==> src/rtl/minimips_pkg.sv <==
// Shared trace-entry layout for the minimips retirement trace path.
// An entry is {seq, instr, result} with result at bit 0.
package minimips_pkg;

  localparam int RESULT_W   = 32;
  localparam int INSTR_W    = 16;
  localparam int PAYLOAD_W  = INSTR_W + RESULT_W;

  localparam int RESULT_LSB = 0;
  localparam int INSTR_LSB  = RESULT_LSB + RESULT_W;
  localparam int SEQ_LSB    = INSTR_LSB + INSTR_W;

  // The sequence field is sized by the instantiating block, so the entry width is derived.
  function automatic int entryWidth(input int seqW);
    return seqW + PAYLOAD_W;
  endfunction

endpackage

==> src/rtl/sync_fifo.sv <==
// First-word-fall-through FIFO: storage, wrapping pointers and occupancy.
// A write at full is accepted only when a read retires the head on the same edge.
module sync_fifo #(
  parameter int DEPTH = 8,
  parameter int WIDTH = 64
) (
  input  logic                       clk,
  input  logic                       rst_n,
  input  logic                       wrEn,
  input  logic [WIDTH-1:0]           wrData,
  output logic                       wrAccept,
  input  logic                       rdEn,
  output logic [WIDTH-1:0]           rdData,
  output logic [$clog2(DEPTH):0]     count
);

  localparam int AW = $clog2(DEPTH);

  logic [WIDTH-1:0] mem [DEPTH];
  logic [AW-1:0]    wrPtr;
  logic [AW-1:0]    rdPtr;
  logic             doPush;
  logic             doPop;
  logic             empty;
  logic             full;

  assign empty    = (count == '0);
  assign full     = (count == (AW+1)'(DEPTH));
  assign doPop    = rdEn && !empty;
  assign doPush   = wrEn && (!full || doPop);
  assign wrAccept = doPush;
  assign rdData   = mem[rdPtr];

  // NOTE: storage has no reset; only pointers and count define which words are valid.
  always_ff @(posedge clk) begin
    if (doPush) mem[wrPtr] <= wrData;
  end

  // NOTE: non-blocking assignments keep every register reading pre-edge values.
  always_ff @(posedge clk or negedge rst_n) begin
    if (!rst_n) begin
      wrPtr <= '0;
      rdPtr <= '0;
      count <= '0;
    end else begin
      // DEPTH is a power of two, so natural AW-bit overflow is the modulo wrap.
      if (doPush) wrPtr <= wrPtr + AW'(1);
      if (doPop)  rdPtr <= rdPtr + AW'(1);
      case ({doPush, doPop})
        2'b10:   count <= count + (AW+1)'(1);
        2'b01:   count <= count - (AW+1)'(1);
        default: count <= count;
      endcase
    end
  end

endmodule

==> src/rtl/result_trace_buffer.sv <==
// Retirement trace buffer: tags each retired instruction with a sequence number,
// queues it for a consumer, and counts retirements dropped while the queue is full.
module result_trace_buffer
  import minimips_pkg::*;
#(
  parameter int DEPTH = 8,
  parameter int SEQ_W = 16
) (
  input  logic                     clk,
  input  logic                     rst_n,
  input  logic                     in_valid,
  input  logic [15:0]              in_instr,
  input  logic [31:0]              in_result,
  output logic                     out_valid,
  input  logic                     out_ready,
  output logic [SEQ_W-1:0]         out_seq,
  output logic [15:0]              out_instr,
  output logic [31:0]              out_result,
  output logic [$clog2(DEPTH):0]   count,
  output logic                     overflow,
  output logic [7:0]               drop_cnt,
  input  logic                     clr_ovf
);

  localparam int EW = entryWidth(SEQ_W);

  logic [SEQ_W-1:0] seqCnt;
  logic [EW-1:0]    wrEntry;
  logic [EW-1:0]    headEntry;
  logic             wrAccept;
  logic             drop;

  assign wrEntry = {seqCnt, in_instr, in_result};

  sync_fifo #(
    .DEPTH (DEPTH),
    .WIDTH (EW)
  ) u_fifo (
    .clk      (clk),
    .rst_n    (rst_n),
    .wrEn     (in_valid),
    .wrData   (wrEntry),
    .wrAccept (wrAccept),
    .rdEn     (out_ready),
    .rdData   (headEntry),
    .count    (count)
  );

  assign out_valid  = (count != '0);
  assign out_seq    = headEntry[SEQ_LSB +: SEQ_W];
  assign out_instr  = headEntry[INSTR_LSB +: INSTR_W];
  assign out_result = headEntry[RESULT_LSB +: RESULT_W];

  assign drop = in_valid && !wrAccept;

  // The sequence advances on dropped retirements too, so gaps in out_seq expose drops.
  always_ff @(posedge clk or negedge rst_n) begin
    if (!rst_n) begin
      seqCnt   <= '0;
      overflow <= 1'b0;
      drop_cnt <= '0;
    end else begin
      if (in_valid) seqCnt <= seqCnt + SEQ_W'(1);
      if (clr_ovf) begin
        overflow <= 1'b0;
        drop_cnt <= '0;
      end else if (drop) begin
        overflow <= 1'b1;
        if (drop_cnt != 8'hFF) drop_cnt <= drop_cnt + 8'd1;
      end
    end
  end

endmodule

==> config.mk <==
export PLATFORM = sky130hd
export DESIGN_NAME = result_trace_buffer
export DESIGN_NICKNAME = d
export VERILOG_FILES = /design/src/rtl/minimips_pkg.sv /design/src/rtl/sync_fifo.sv /design/src/rtl/result_trace_buffer.sv
export SDC_FILE = /design/constraint.sdc
export NUM_CORES = 1
export LEC_CHECK = 0
export BUFFER_PORTS_ARGS = -buffer_cell sky130_fd_sc_hd__buf_2
export CORE_UTILIZATION = 50
export CTS_CLUSTER_DIAMETER = 50
export DETAILED_ROUTE_END_ITERATION = 8
export PLACE_DENSITY = 0.77
export SLEW_MARGIN = 20
export SYNTH_ARGS = -nofsm -noshare
export SYNTH_HDL_FRONTEND = slang
export SYNTH_SLANG_ARGS = --single-unit
export TNS_END_PERCENT = 5
==> constraint.sdc <==
create_clock -name clk -period 8.2 [get_ports clk]
set_clock_uncertainty 0.05 [all_clocks]
set_input_delay 0.82 -clock clk [delete_from_list [all_inputs] [get_ports clk]]
set_output_delay 0.82 -clock clk [all_outputs]
set_load 0.005 [all_outputs]
---- After elaboration in Yosys (flattened, before gate mapping) ----
Memories as Yosys holds them, arrays and structs flattened.
Index checks and enable logic that the tools add are counted.
word-level totals
  flip-flop bits (word level) ............. 35
  memory bits (writable) .................. 512
  input bits .............................. 53
  output and inout port bits .............. 78
  word-level logic and storage cells ...... 38
  memories ................................ 1
operators by class
  add/subtract/negate cells ............... 6
  eq/ne operators ......................... 4
  multiplexer cells ....................... 8
  reduce and logical (&&, ||, !) cells .... 13
memories
  memory      words  bits a word  read ports  clocked after Yosys merged registers in  write ports  RTL line         source
  u_fifo.mem  8      64           1           0                                        1            sync_fifo.sv:19  logic [WIDTH-1:0] mem [DEPTH];
operators with widths
  operator                                             count
  2-to-1 mux 8 bit                                     3
  adder 16 x 1 -> 16 bit, second input constant        1
  adder 8 x 1 -> 8 bit, second input constant          1
  inequality test 8 bit, second input constant         1
  one-hot mux 4 bit (2 select lines)                   1
  adder 3 x 1 -> 3 bit, second input constant          2
  nonzero test 2 bit                                   3
  adder 4 x 1 -> 4 bit, second input constant          1
  equality test 4 bit, second input constant           1
  zero test 4 bit                                      1
  2-to-1 mux 1 bit                                     4
  nonzero test 4 bit                                   1
  subtractor 4 x 1 -> 4 bit, second input constant     1
  logical AND 1 bit                                    3
  zero test 1 bit                                      3
  equality test 2 x 1 -> 1 bit, second input constant  1
  equality test 2 bit, second input constant           1
  AND reduction 2 bit                                  1
  logical OR 1 bit                                     1

---- Longest topological paths before layout ----
Gate-level depths: netlist of the first run.
  depth in word-level cells ............... 9
  gate-level depth with buffers ........... 8
  gate-level depth less buffers ........... 7

---- Cells and area by module ----
A second synthesis of the first run with hierarchy kept.
second synthesis, totals
  cells, all modules ...................... 931
  area total of the unflattened synthesis .. 21117.8 µm²
modules (own cells, without submodules)
  module               times used  cells an instance  area each (µm²)  seq. area each (µm²)
  sync_fifo            1           825                19915.4          15625.0
  result_trace_buffer  1           106                1202.4           625.6

---- Worst setup path after synthesis of the first run ----
No wires, ideal clock.
  path type ............................... input -> register
  start point ............................. input port in_valid
  end point ............................... memory u_fifo.mem[0][0], enable pin
  library setup time ...................... 644 ps
  arrival ................................. 7178 ps
  required time ........................... 7506 ps
  slack ................................... 328 ps
  stages .................................. 3
  buffers on the path ..................... 1
  path through ............................ buf_2 o21ai_4 nor4_1
between the ends
  cells in the longest elaborated chain, start to end .. 3
RTL lines
  element                                 RTL line                   source
  from (decl)                             result_trace_buffer.sv:11  input logic in_valid,
  logical AND 1 bit                       sync_fifo.sv:30            assign doPush = wrEn && (!full || doPop);
  2-to-1 mux 1 bit                        sync_fifo.sv:36            if (doPush) mem[wrPtr] <= wrData;
  2-to-1 mux 1 bit (implied by the code)  sync_fifo.sv:36
  to (decl)                               sync_fifo.sv:19
No other way between the ends.

---- Final worst setup path of the first run ----
  start point ............................. register u_fifo.rdPtr[1]
  end point ............................... output port out_seq[2]
between the ends
  cells in the longest elaborated chain, start to end .. 1
RTL lines
  element                   RTL line                   source
  from (decl)               sync_fifo.sv:21            logic [AW-1:0] rdPtr;
  from (signal assigned)    sync_fifo.sv:48            if (doPop) rdPtr <= rdPtr + AW'(1);
  memory read (8 x 64 bit)  --
  to (decl)                 result_trace_buffer.sv:16  output logic [SEQ_W-1:0] out_seq,
No other way between the ends.

==> metrics.md, run 1 <==
| Metric | Value |
|---|---|
| Die height | between 200 and 250 microns |
| Post-cts gate resize count | 0 |
| Diodes inserted | 0 |
| CP max stage cell | dfrtp_4 |
| TritonCTS Buffers | 56 |
| Vias | 9684 |
| Flop pwr share | 0.450 |
| Final TNS setup | 0 ns |
| Synth Cell Area | around 21000 sq um |
| Max frequency | roughly 230 MHz |
| Core ar. | just over 40000 sq um |
| Startpoint types | flop |
| Critical Path Sink Type | output port |
| Slew HR | 0.2060 |
| Fraction of power consumed by the clock network | 0.286 |
| CP max FO | 76 |
| WL/cell | 23.98 microns |
| Synth Net Count | 985 |
| Detailed placer's ending HPWL | ~21000 microns |
| Max cap viols | 0 |
| Leakage | between 8 and 9 nW |
| Synthesis-stage register bit count | between 500 and 600 |
| Critical Path AT | ~3.5 ns |
| Number of global-route vias before repair | between 10000 and 15000 |
| Pwr dens | between 300 and 400 nW/um^2 |
| Post-CTS Setup Repair Bufs | 0 |
| Global-route wire length before repair | roughly 60000 microns |
| CP bufs+invs | 2 |
| Status | finished clean |
| Initial drt markers | roughly 660 |
| Final wirelength | roughly 40000 microns |
| Clk_lat worst skew | ~0.60 ns |
| Post-route clock period utilization | 0.5355 |
| Logic gate share of total power | 0.264 |
| Register area share after synthesis | 0.7709 |
| Crit path kind | flop to output port |
| Area grow syn2layout | 14.58% |
| Internal power | 6.072 mW |
| Hold_buf cts | 0 |
| Total gr overflow | 0 |
| CP top delay family | buffers and inverters |
| Synth warn | 0 |
| Antenna violations before repair | 2 |
| Slew of the pin with the lowest slew margin | between 1 and 1.5 ns |
| Clock Tree Root | clkbuf_16 |
| Longest Clk Path Bufs | 3 |
| Post-route cell area | around 24000 sq um |
| Library cells used by synthesis | between 40 and 50 |
| Hold Fails Final Rpt | 0 |
| CTS H-tree lvls | 2 |
| Drt drc | 0 |
| Die X | slightly above 200 microns |
| Cell Area, Placed | 22360 sq um |
| Crit path cell chain | buf_4 > mux4_2 > mux2_2 > buf_2 |
| Switching Share | 0.2813 |
| Syn avg cell area | between 20 and 25 sq um |
| Initial Utilization | 0.5116 |
| Max-slew violation total from the final report | 0 |
| Tot GR Track Use | 0.1884 |
| Clock period minus final worst setup slack | 4.391 ns |
| Max VDD drop | around 0.00026 V |
| Num rows | 74 |
| Req. time, crit path | between 7 and 8 ns |
| Switching pwr | ~2.4 mW |
| Clock sink count | ~550 |
| Layout fillers | 2872 |
| Crit-path max cell delay | approximately 0.97 ns |
| Largest net degree at the start of global routing | between 70 and 80 |
| Antenna-violating nets left | 0 |
| Cells after Synth | 925 |
| Area of the die | ~43000 sq um |
| Placer Congestion | between 0.6 and 0.7 |
| CTS tree | done |
| Worst min-delay path class | input pin to asynchronous set/reset pin |
| I/O Pins | about 130 |
| Vias per inst | around 5.8 |
| Worst-path clk slew | ~0.06 ns |
| TritonRoute pass-1 iters | 5 |
| Final setup violation count | 0 |
| I/O Buffers | 130 |
| RSZ-0062 raised after global routing | false |
| Nets | 1147 |
| Layout cells sized above 1 | 0.3845 |
==> flip-flops by register name, indices dropped and copies added, names as in the netlist <==
signal        count
u_fifo.mem      512
u_fifo.count      4
seqCnt           16
u_fifo.rdPtr      3
overflow          1
u_fifo.wrPtr      3
drop_cnt          8
==> cells by family (layout without fill, tap and decap cells) <==
kind of cell	after synthesis	in the layout	share of synthesized area
multiplexers	198	198	0.1740
AO/OA/AOI/OAI	25	25	0.008073
XOR/XNOR	23	23	0.009556
adder cells (fa/ha/maj)	7	7	0.004511
flip-flops	547	547	0.7709
buffers and inverters	47	256	0.01140
AND/OR/NAND/NOR	78	78	0.02155
==> layer usage <==
metal,routed length (microns),track usage
met1,17430,0.2625
met2,19850,0.3093
met3,2042,0.03691
met4,607,0.04581
met5,13,0
==> final cells by class <==
type                       count  area (sq um)  area share
timing repair buffer         145         795.8     0.03295
multi-input combinational    331          4646      0.1923
tap                          532         665.6     0.02756
sequential                   547         16260      0.6733
clock buffer                  66          1439     0.05957
inverter                       6         22.52   0.0009324
clock inverter                39         322.8     0.01337
==> power groups by stage <==
stage	registers, mW	clock network, mW	logic, mW
3_3_place_gp	3.88	0	2.19
4_1_cts	3.86	2.47	2.22
2_1_floorplan	3.72	0	1.63
6_report	3.80	2.42	2.23
5_1_grt	3.85	2.57	2.40
3_5_place_dp	3.92	0	2.20
==> cell usage after synthesis, drive strengths merged <==
| cell | n | area (sq um) |
|---|---|---|
| edfxtp | 512 | 15370 |
| mux2i | 3 | 30.03 |
| buf | 30 | 176.4 |
| dfrtp | 35 | 875.8 |
| clkbuf | 11 | 41.29 |
| xnor2 | 16 | 140.1 |
| a31oi | 2 | 12.51 |
| and2 | 3 | 18.77 |
| nand4 | 6 | 37.54 |
| nand2b | 4 | 25.02 |
| mux2 | 67 | 754.5 |
| o41ai | 1 | 8.760 |
| o211ai | 3 | 22.52 |
| and3 | 1 | 6.260 |
| or4 | 1 | 7.510 |
| nor2 | 15 | 56.30 |
| and4b | 1 | 10.01 |
| o21a | 1 | 7.510 |
| nor3b | 1 | 7.510 |
| a311oi | 1 | 8.760 |
| nor4 | 4 | 55.05 |
| mux4 | 128 | 2883 |
| fa | 1 | 20.02 |
| inv | 6 | 22.52 |
| ha | 6 | 75.07 |
| nor3 | 9 | 50.05 |
| nand4b | 1 | 8.760 |
| o21ai | 6 | 41.29 |
| a211o | 1 | 8.760 |
| a21oi | 7 | 35.03 |
| a211oi | 1 | 7.510 |
| nor2b | 2 | 12.51 |
| nand2 | 15 | 56.30 |
| or3 | 1 | 11.26 |
| and4 | 4 | 35.03 |
| a31o | 1 | 8.760 |
| xor2 | 7 | 61.31 |
| nand3b | 1 | 7.510 |
| nand3 | 8 | 40.04 |
| o221ai | 1 | 8.760 |
| nor4b | 1 | 8.760 |
==> path summary, 6_finish.rpt <==
check,startpoint,to,slack [ns],depth (start not counted)
worst max-delay path,u_fifo.rdPtr[1],out_seq[2],3.81,4
worst min-delay path,rst_n,u_fifo.count[2],0.29,1
worst max register to register,u_fifo.count[0],u_fifo.mem[7][20],5.09,5
worst min register to register,overflow,overflow,0.45,2
max in group asynchronous,rst_n,u_fifo.rdPtr[2],7.14,1
min in group clk,in_instr[1],u_fifo.mem[6][33],0.44,1
==> cell usage in the layout (no fill, tap or decap), types with 6 or more instances in the layout <==
cell type / n
edfxtp_1: 512
clkbuf_16: 56
nand2_1: 15
inv_1: 6
nand3_1: 8
clkbuf_1: 10
nand4_1: 6
clkinv_1: 14
mux2_2: 66
nor2_1: 12
a21oi_1: 7
xnor2_1: 16
clkinv_2: 12
dfrtp_1: 32
mux4_2: 128
buf_2: 130
xor2_1: 7
buf_4: 13
ha_1: 6
==> through the flow <==
| stage | setup slack, ns | power (mW) | hold slack [ns] | instances | util |
|---|---|---|---|---|---|
| after floorplan | 0.3281 | 5.348 | 0.4384 | 925 | - |
| after global placement | 4.394 | 6.071 | 0.4394 | 1560 | 0.5426 |
| after detailed placement | 4.383 | 6.122 | 0.4415 | 1560 | 0.5428 |
| after CTS | 3.748 | 8.546 | 0.3031 | 1665 | 0.5855 |
| after global routing | 3.693 | 8.823 | 0.3299 | 1666 | 0.5862 |
| final | 3.809 | 8.449 | 0.2946 | 1666 | 0.5862 |
Note: power is estimated with default switching activity, not from simulation.
==> inputs of run 2 (changes only) <==
==> constraint.sdc (replaced) <==
create_clock -name clk -period 4.6 [get_ports clk]
set_clock_uncertainty 0.05 [all_clocks]
set_input_delay 0.46 -clock clk [delete_from_list [all_inputs] [get_ports clk]]
set_output_delay 0.46 -clock clk [all_outputs]
set_load 0.005 [all_outputs]
==> run 2 against run 1 <==
  * Largest power group unchanged
  * Via count grew 0.24%
  * Largest cell class unchanged
  * Die area unchanged
  * Sequential power rose by 81%
  * Highest routed layer unchanged
  * First-iteration DRC count rose by 23%
  * Total power is 77% higher
==> metrics.md, run 2 (synthesis results as in run 1) <==
| Metric | Value |
|---|---|
| Max frequency | about 280 MHz |
| Post-CTS Setup Repair Bufs | 0 (unchanged) |
| CTS H-tree lvls | 2 (unchanged) |
| WL/cell | 24.07 microns (was 23.98 microns) |
| Post-route clock period utilization | 0.7675 |
| Placer Congestion | 0.7284 (was 0.6928) |
| Longest Clk Path Bufs | 3 (unchanged) |
| CTS tree | done (unchanged) |
| Most common cell after layout, fill and taps aside | edfxtp_1 (unchanged) |
| Core ar. | 41200 sq um (unchanged) |
| Area of the die | 42980 sq um (unchanged) |
| Cell Area, Placed | 22460 sq um (was 22360 sq um) |
| Post-Place Worst Slack | 1.619 ns (was 4.383 ns) |
| TritonCTS Buffers | 54 (was 56) |
| Antenna violations before repair | 2 (unchanged) |
| Nets | 1152 (was 1147) |
| Vias | 9707 (was 9684) |
| Critical Path AT | 3.02 ns (was 3.52 ns) |
| Number of flip-flops in the largest register | 512 (unchanged) |
| Worst min-delay path class | input pin to flop (was input pin to asynchronous set/reset pin) |
| Initial Utilization | 0.5116 (unchanged) |
| Num rows | 74 (unchanged) |
| Worst-path clk slew | 0.06 ns (about the same) |
| TritonRoute pass-1 iters | 5 (unchanged) |
| Final TNS setup | 0 ns (unchanged) |
| Die X | 207.3 microns (unchanged) |
| Max cap viols | 0 (unchanged) |
| Logic gate share of total power | 0.265 (was 0.264) |
| Global-route wire length before repair | 62060 microns (was 60980 microns) |
| Pwr dens | 619.0 nW/um^2 (was 349.8 nW/um^2) |
| Final setup violation count | 0 (unchanged) |
| Vias per inst | 5.827 (was 5.813) |
| Internal power | 10.72 mW (was 6.072 mW) |
| Placed Cells | 1567 (was 1560) |
| Layout fillers | 2814 (was 2872) |
| Max VDD drop | 0.0003740 V (was 0.0002595 V) |
| Antenna-violating nets left | 0 (unchanged) |
| Crit path kind | flop to output port (unchanged) |
| Commonest cells after routing, fill and taps aside | edfxtp_1, buf_2, mux4_2 (unchanged) |
| Largest regs | u_fifo.mem (512), seqCnt (16), drop_cnt (8) (unchanged) |
| Layout cells sized above 1 | 0.3866 (was 0.3845) |
| Initial drt markers | 811 (was 662) |
| Die height | 207.3 microns (unchanged) |
| Req. time, crit path | 4.09 ns (was 7.33 ns) |
| Detailed placer's ending HPWL | 21700 microns (was 20890 microns) |
| Switching Share | 0.2826 (was 0.2813) |
| Drt drc | 0 (unchanged) |
| Leakage | 8.018 nW (was 8.033 nW) |
| Hold slack | 0.08654 ns (was 0.2946 ns) |
| Max-slew violation total from the final report | 0 (unchanged) |
| I/O Pins | 131 (unchanged) |
| Startpoint types | flop (unchanged) |
| Tot GR Track Use | 0.1921 (was 0.1884) |
| Slew of the pin with the lowest slew margin | 1.065 ns (was 1.176 ns) |
| Switching pwr | 4.222 mW (was 2.377 mW) |
| I/O Buffers | 130 (unchanged) |
| Final core utilization | 0.5858 (was 0.5862) |
| Flop pwr share | 0.459 (was 0.450) |
| Number of global-route vias before repair | 10250 (was 10210) |
| Fraction of power consumed by the clock network | 0.275 (was 0.286) |
| Critical Path Sink Type | output port (unchanged) |
| Register with the most flip-flops | u_fifo.mem (unchanged) |
| Clock period minus final worst setup slack | 3.531 ns |
| CP max FO | 38 (was 76) |
| Clock sink count | 547 (unchanged) |
| Clock Tree Root | clkbuf_16 (unchanged) |
| Area grow syn2layout | 14.50% (was 14.58%) |
| Status | finished clean (unchanged) |
| Post-route cell area | 24140 sq um (was 24150 sq um) |
| Clk_lat worst skew | 0.59 ns (was 0.60 ns) |
| Total gr overflow | 0 (unchanged) |
| Hold Fails Final Rpt | 0 (unchanged) |
| Total power | 14.94 mW (was 8.449 mW) |
| Final wirelength | 40100 microns (was 39950 microns) |
| RSZ-0062 raised after global routing | false (unchanged) |
| Final setup margin | 1.069 ns (was 3.809 ns) |
| Slew HR | 0.2899 (was 0.2060) |
| Final Instance Count excl. Fillers | 1666 (unchanged) |
| Largest net degree at the start of global routing | 65 (was 79) |
==> run 2: critical path: stages, from the launching register on <==
cell and delay [ns]:
dfrtp_4 0.91, buf_4 0.46, mux4_2 0.56, mux2_2 0.31, buf_2 0.14
==> run 2: power groups by stage <==
stage / clock, mW / sequential, mW / combinational (mW)
detailed placement: 0 / 6.97 / 4.02
finish: 4.12 / 6.86 / 3.97
global route: 4.38 / 6.96 / 4.28
CTS: 4.19 / 6.88 / 4.06
floorplan: 0 / 6.61 / 2.91
global placement: 0 / 6.99 / 3.91
==> run 2: cell type report <==
cell class,count,area [sq um],share of cell area
sequential,547,16260,0.6738
multi-input combinational,331,4652,0.1927
clock buffer,73,1494,0.06190
timing repair buffer,152,867.1,0.03593
inverter,6,22.52,0.0009331
antenna,1,2.502,0.0001037
clock inverter,24,170.2,0.007050
tap,532,665.6,0.02758
==> run 2: path summary, 6_finish.rpt <==
| path | start | end | slack [ns] | depth (start not counted) |
|---|---|---|---|---|
| setup / recovery | u_fifo.rdPtr[0] | out_seq[6] | 1.07 | 4 |
| setup reg to reg | u_fifo.count[0] | u_fifo.mem[6][27] | 1.64 | 5 |
| hold / removal | in_instr[6] | u_fifo.mem[3][38] | 0.09 | 1 |
| hold reg to reg | overflow | overflow | 0.45 | 2 |
| max in group asynchronous | rst_n | u_fifo.rdPtr[1] | 3.38 | 2 |
| min in group asynchronous | rst_n | u_fifo.count[0] | 0.48 | 2 |
==> run 2: what timing repair did <==
item / in CTS / in global routing
endpoints found under the hold margin: 35 / 0
gates resized for setup: 0 / 0
hold buffers: 1 / 0
==> run 2: metal layers <==
metal / share of wire / global-route usage / wire length (microns) / up-vias
li1: - / - / - / 4206
met1: 0.42 / 0.2650 / 16860 / 5150
met2: 0.50 / 0.3141 / 20020 / 288
met3: 0.061 / 0.03601 / 2438 / 61
met4: 0.019 / 0.05867 / 759 / 2
met5: 0.00045 / 0 / 18 / -
==> inputs of run 3 (changes only) <==
--- a/config.mk
+++ b/config.mk
@@ -5,11 +5,12 @@
 export SDC_FILE = /design/constraint.sdc
 export NUM_CORES = 1
 export LEC_CHECK = 0
+export ABC_AREA = 1
 export BUFFER_PORTS_ARGS = -buffer_cell sky130_fd_sc_hd__buf_2
 export CORE_UTILIZATION = 50
 export CTS_CLUSTER_DIAMETER = 50
 export DETAILED_ROUTE_END_ITERATION = 8
-export PLACE_DENSITY = 0.77
+export PLACE_DENSITY = 0.79
 export SLEW_MARGIN = 20
 export SYNTH_ARGS = -nofsm -noshare
 export SYNTH_HDL_FRONTEND = slang
==> constraint.sdc (replaced) <==
create_clock -name clk -period 3 [get_ports clk]
set_clock_uncertainty 0.05 [all_clocks]
set_input_delay 0.3 -clock clk [delete_from_list [all_inputs] [get_ports clk]]
set_output_delay 0.3 -clock clk [all_outputs]
set_load 0.005 [all_outputs]
==> run 3 against run 2 <==
  * Register-to-register slack got worse by 0.96 ns
  * Wire length rose by 18%
  * Sequential share of layout area shrank 3.2 points
  * Critical endpoint is now out_seq[5]
  * Die area grew 3.2%
  * Largest power group unchanged
  * Cell count grew 49%
  * Largest cell class unchanged
  * Clock-buffer cell count down 3
  * Sequential power is 49% higher
  * Clock power increased by 54%
  * Combinational power rose by 100%
  * Worst hold slack worse by 0.039 ns
==> metrics.md, run 3 <==
| Metric | Value |
|---|---|
| Clk_lat worst skew | 0.60 ns (was 0.59 ns) |
| CTS H-tree lvls | 2 (unchanged) |
| Area of the die | 44380 sq um (was 42980 sq um) |
| Worst-path clk slew | 0.06 ns (about the same) |
| Cells after Synth | 1683 (was 925) |
| Diodes inserted | 0 (was 1) |
| Syn avg cell area | 12.94 sq um (was 22.79 sq um) |
| Max-slew violation total from the final report | 0 (unchanged) |
| Most numerous cell in the Yosys netlist | edfxtp_1 (unchanged) |
| I/O Buffers | 130 (unchanged) |
| Synth warn | 0 (unchanged) |
| Die X | 210.7 microns (was 207.3 microns) |
| Critical Path Sink Type | output port (unchanged) |
| Synth area leaders | edfxtp_1, o21ai_0, nor2_1, nand2_1, dfrtp_1 (was edfxtp_1, mux4_2, dfrtp_1, mux2_2, xnor2_1) |
| Layout cells sized above 1 | 0.1303 (was 0.3866) |
| Nets | 1914 (was 1152) |
| Area grow syn2layout | 16.45% (was 14.50%) |
| WL/cell | 19.10 microns (was 24.07 microns) |
| Register with the most flip-flops | u_fifo.mem (unchanged) |
| Clock period minus final worst setup slack | roughly 2.8 ns |
| Critical Path AT | 2.44 ns (was 3.02 ns) |
| Initial drt markers | 1121 (was 811) |
| Slew HR | 0.4434 (was 0.2899) |
| Num rows | 76 (was 74) |
| Library cells used by synthesis | 30 (was 48) |
| Max VDD drop | 0.0005607 V (was 0.0003740 V) |
| Vias per inst | 5.553 (was 5.827) |
| Status | finished clean (unchanged) |
| Slew of the pin with the lowest slew margin | 0.8350 ns (was 1.065 ns) |
| TritonRoute pass-1 iters | 5 (unchanged) |
| Cell Area, Placed | 23140 sq um (was 22460 sq um) |
| Switching Share | 0.3486 (was 0.2826) |
| Leakage | 9.267 nW (was 8.018 nW) |
| Worst min-delay path class | input pin to flop (unchanged) |
| Initial Utilization | 0.5065 (was 0.5116) |
| Number of flip-flops in the largest register | 512 (unchanged) |
| Synth top area share | 0.7062 (was 0.7294) |
| Clock Tree Root | clkbuf_16 (unchanged) |
| Final core utilization | 0.5898 (was 0.5858) |
| Top_reg_cell synth | edfxtp_1 (unchanged) |
| Number of global-route vias before repair | 13660 (was 10250) |
| Placer Congestion | 0.7726 (was 0.7284) |
| Synth Cell Area | 21770 sq um (was 21080 sq um) |
| Logic gate share of total power | 0.326 (was 0.265) |
| Largest regs | u_fifo.mem (512), seqCnt (16), drop_cnt (8) (unchanged) |
| Hold slack | 0.04772 ns (was 0.08654 ns) |
| Max cap viols | 0 (unchanged) |
| RSZ-0062 raised after global routing | false (unchanged) |
| Synth Net Count | 1743 (was 985) |
| Post-route cell area | 25350 sq um (was 24140 sq um) |
| Final wirelength | 47380 microns (was 40100 microns) |
| I/O Pins | 131 (unchanged) |
| Total power | 24.56 mW (was 14.94 mW) |
| TritonCTS Buffers | 54 (unchanged) |
| Vias | 13780 (was 9707) |
| Crit path kind | flop to output port (unchanged) |
| Detailed placer's ending HPWL | 24350 microns (was 21700 microns) |
| Startpoint types | flop (unchanged) |
| Antenna violations before repair | 1 (was 2) |
| Internal power | 16.00 mW (was 10.72 mW) |
| Largest net degree at the start of global routing | 88 (was 65) |
| Total gr overflow | 0 (unchanged) |
| Final setup violation count | 0 (unchanged) |
| Commonest cells after routing, fill and taps aside | edfxtp_1, nor2_1, nand2_1 (was edfxtp_1, buf_2, mux4_2) |
| Core ar. | 42980 sq um (was 41200 sq um) |
| Cell taking the most area after synthesis | edfxtp_1 (unchanged) |
| Req. time, crit path | 2.65 ns (was 4.09 ns) |
| Fraction of power consumed by the clock network | 0.258 (was 0.275) |
| Clock sink count | 547 (unchanged) |
| Layout fillers | 3185 (was 2814) |
| Post-route clock period utilization | 0.9284 |
| Synth cell count leaders | edfxtp_1, nor2_1, nand2_1 (was edfxtp_1, mux4_2, mux2_2) |
| Switching pwr | 8.563 mW (was 4.222 mW) |
| Die height | 210.7 microns (was 207.3 microns) |
| Most common cell after layout, fill and taps aside | edfxtp_1 (unchanged) |
| Tot GR Track Use | 0.2133 (was 0.1921) |
| Hold Fails Final Rpt | 0 (unchanged) |
| CP max FO | 36 (was 38) |
| Synthesis-stage register bit count | 547 (unchanged) |
| Pwr dens | 969.0 nW/um^2 (was 619.0 nW/um^2) |
| Longest Clk Path Bufs | 3 (unchanged) |
| CTS tree | done (unchanged) |
| Flop pwr share | 0.416 (was 0.459) |
| Post-synth EDFFs | 512 (unchanged) |
| Antenna-violating nets left | 0 (unchanged) |
| Register area share after synthesis | 0.7465 (was 0.7709) |
| Drt drc | 0 (unchanged) |
| Asr flop ratio synth | 0.06399 (unchanged) |
| Global-route wire length before repair | 73440 microns (was 62060 microns) |
| Max frequency | 359.0 MHz |
-- run 3: cell types whose count changed in the layout (fill, tap and decap cells not counted), moves of 38 or more --
cell and delta:
nor2_1 +262, nand2_1 +258, o21ai_0 +220, mux4_2 -128
mux2_2 -65, o22ai_1 +64, mux2i_1 +61, dlygate4sd3_1 +50
o21ai_1 +38
-- run 3: per-stage QoR --
stage                     std cells  setup TNS [ns]  worst slack, ns
after floorplan                1683         -299.47           -1.056
after detailed placement       2331               0           0.7075
after global routing           2481               0          0.06914
after global placement         2331               0           0.7437
after CTS                      2480               0          0.05571
final                          2481               0           0.2148
-- run 3: worst paths after layout --
kind	to	from	depth (start not counted)	slack (ns)
max in group asynchronous	u_fifo.rdPtr[1]	rst_n	2	1.98
max reg2reg	u_fifo.mem[0][16]	u_fifo.count[0]	6	0.68
max	out_seq[5]	u_fifo.rdPtr[1]	6	0.21
min reg2reg	drop_cnt[1]	drop_cnt[1]	2	0.49
min	u_fifo.rdPtr[2]	out_ready	3	0.05
min in group asynchronous	u_fifo.count[0]	rst_n	2	0.31
-- run 3: logic make-up after synthesis --
logic type	after synthesis	synth area share
buf+inv	132	0.02943
simple gates	583	0.1026
xor+xnor	17	0.006840
fa+ha+maj	7	0.004368
compound gates	332	0.08035
mux	65	0.02994
flops	547	0.7465
-- run 3: timing repair --
action / 4_1_cts / 5_1_grt
gates resized for setup: 0 / 0
buffers inserted: 0 / 1
endpoints found under the setup margin: 0 / 2
endpoints found under the hold margin: 425 / 0
hold buffers: 51 / 0
-- run 3: critical path, cell delays in order (launching register included) --
cell and delay [ns]:
dfrtp_4 0.67, buf_4 0.41, o21ai_0 0.15, o22ai_1 0.18
nand2_1 0.06, nand2_1 0.19, buf_2 0.16
-- run 3: power by group through the flow --
stage / Clock [mW] / Combinational, mW / Sequential (mW)
3_5_place_dp: 0 / 7.81 / 10.4
5_1_grt: 6.73 / 8.90 / 10.3
2_1_floorplan: 0 / 5.17 / 10.1
6_report: 6.34 / 8.00 / 10.2
3_3_place_gp: 0 / 7.59 / 10.3
4_1_cts: 6.45 / 7.94 / 10.2
-- run 3: layer usage --
| layer | up-vias | routed length (microns) | GRT usage |
|---|---|---|---|
| li1 | 6372 | - | - |
| met5 | - | 0 | 0 |
| met4 | 0 | 871 | 0.05997 |
| met3 | 75 | 3247 | 0.04341 |
| met1 | 6814 | 19890 | 0.2864 |
| met2 | 515 | 23370 | 0.3542 |
-- run 3: area by class of cell --
type | instances | area [sq um] | area share
tap | 585 | 732.0 | 0.02887
clock inverter | 28 | 217.7 | 0.008588
clock buffer | 70 | 1453 | 0.05730
inverter | 38 | 147.6 | 0.005824
timing repair buffer | 209 | 1604 | 0.06327
multi-input combinational | 1004 | 4938 | 0.1948
sequential | 547 | 16260 | 0.6413
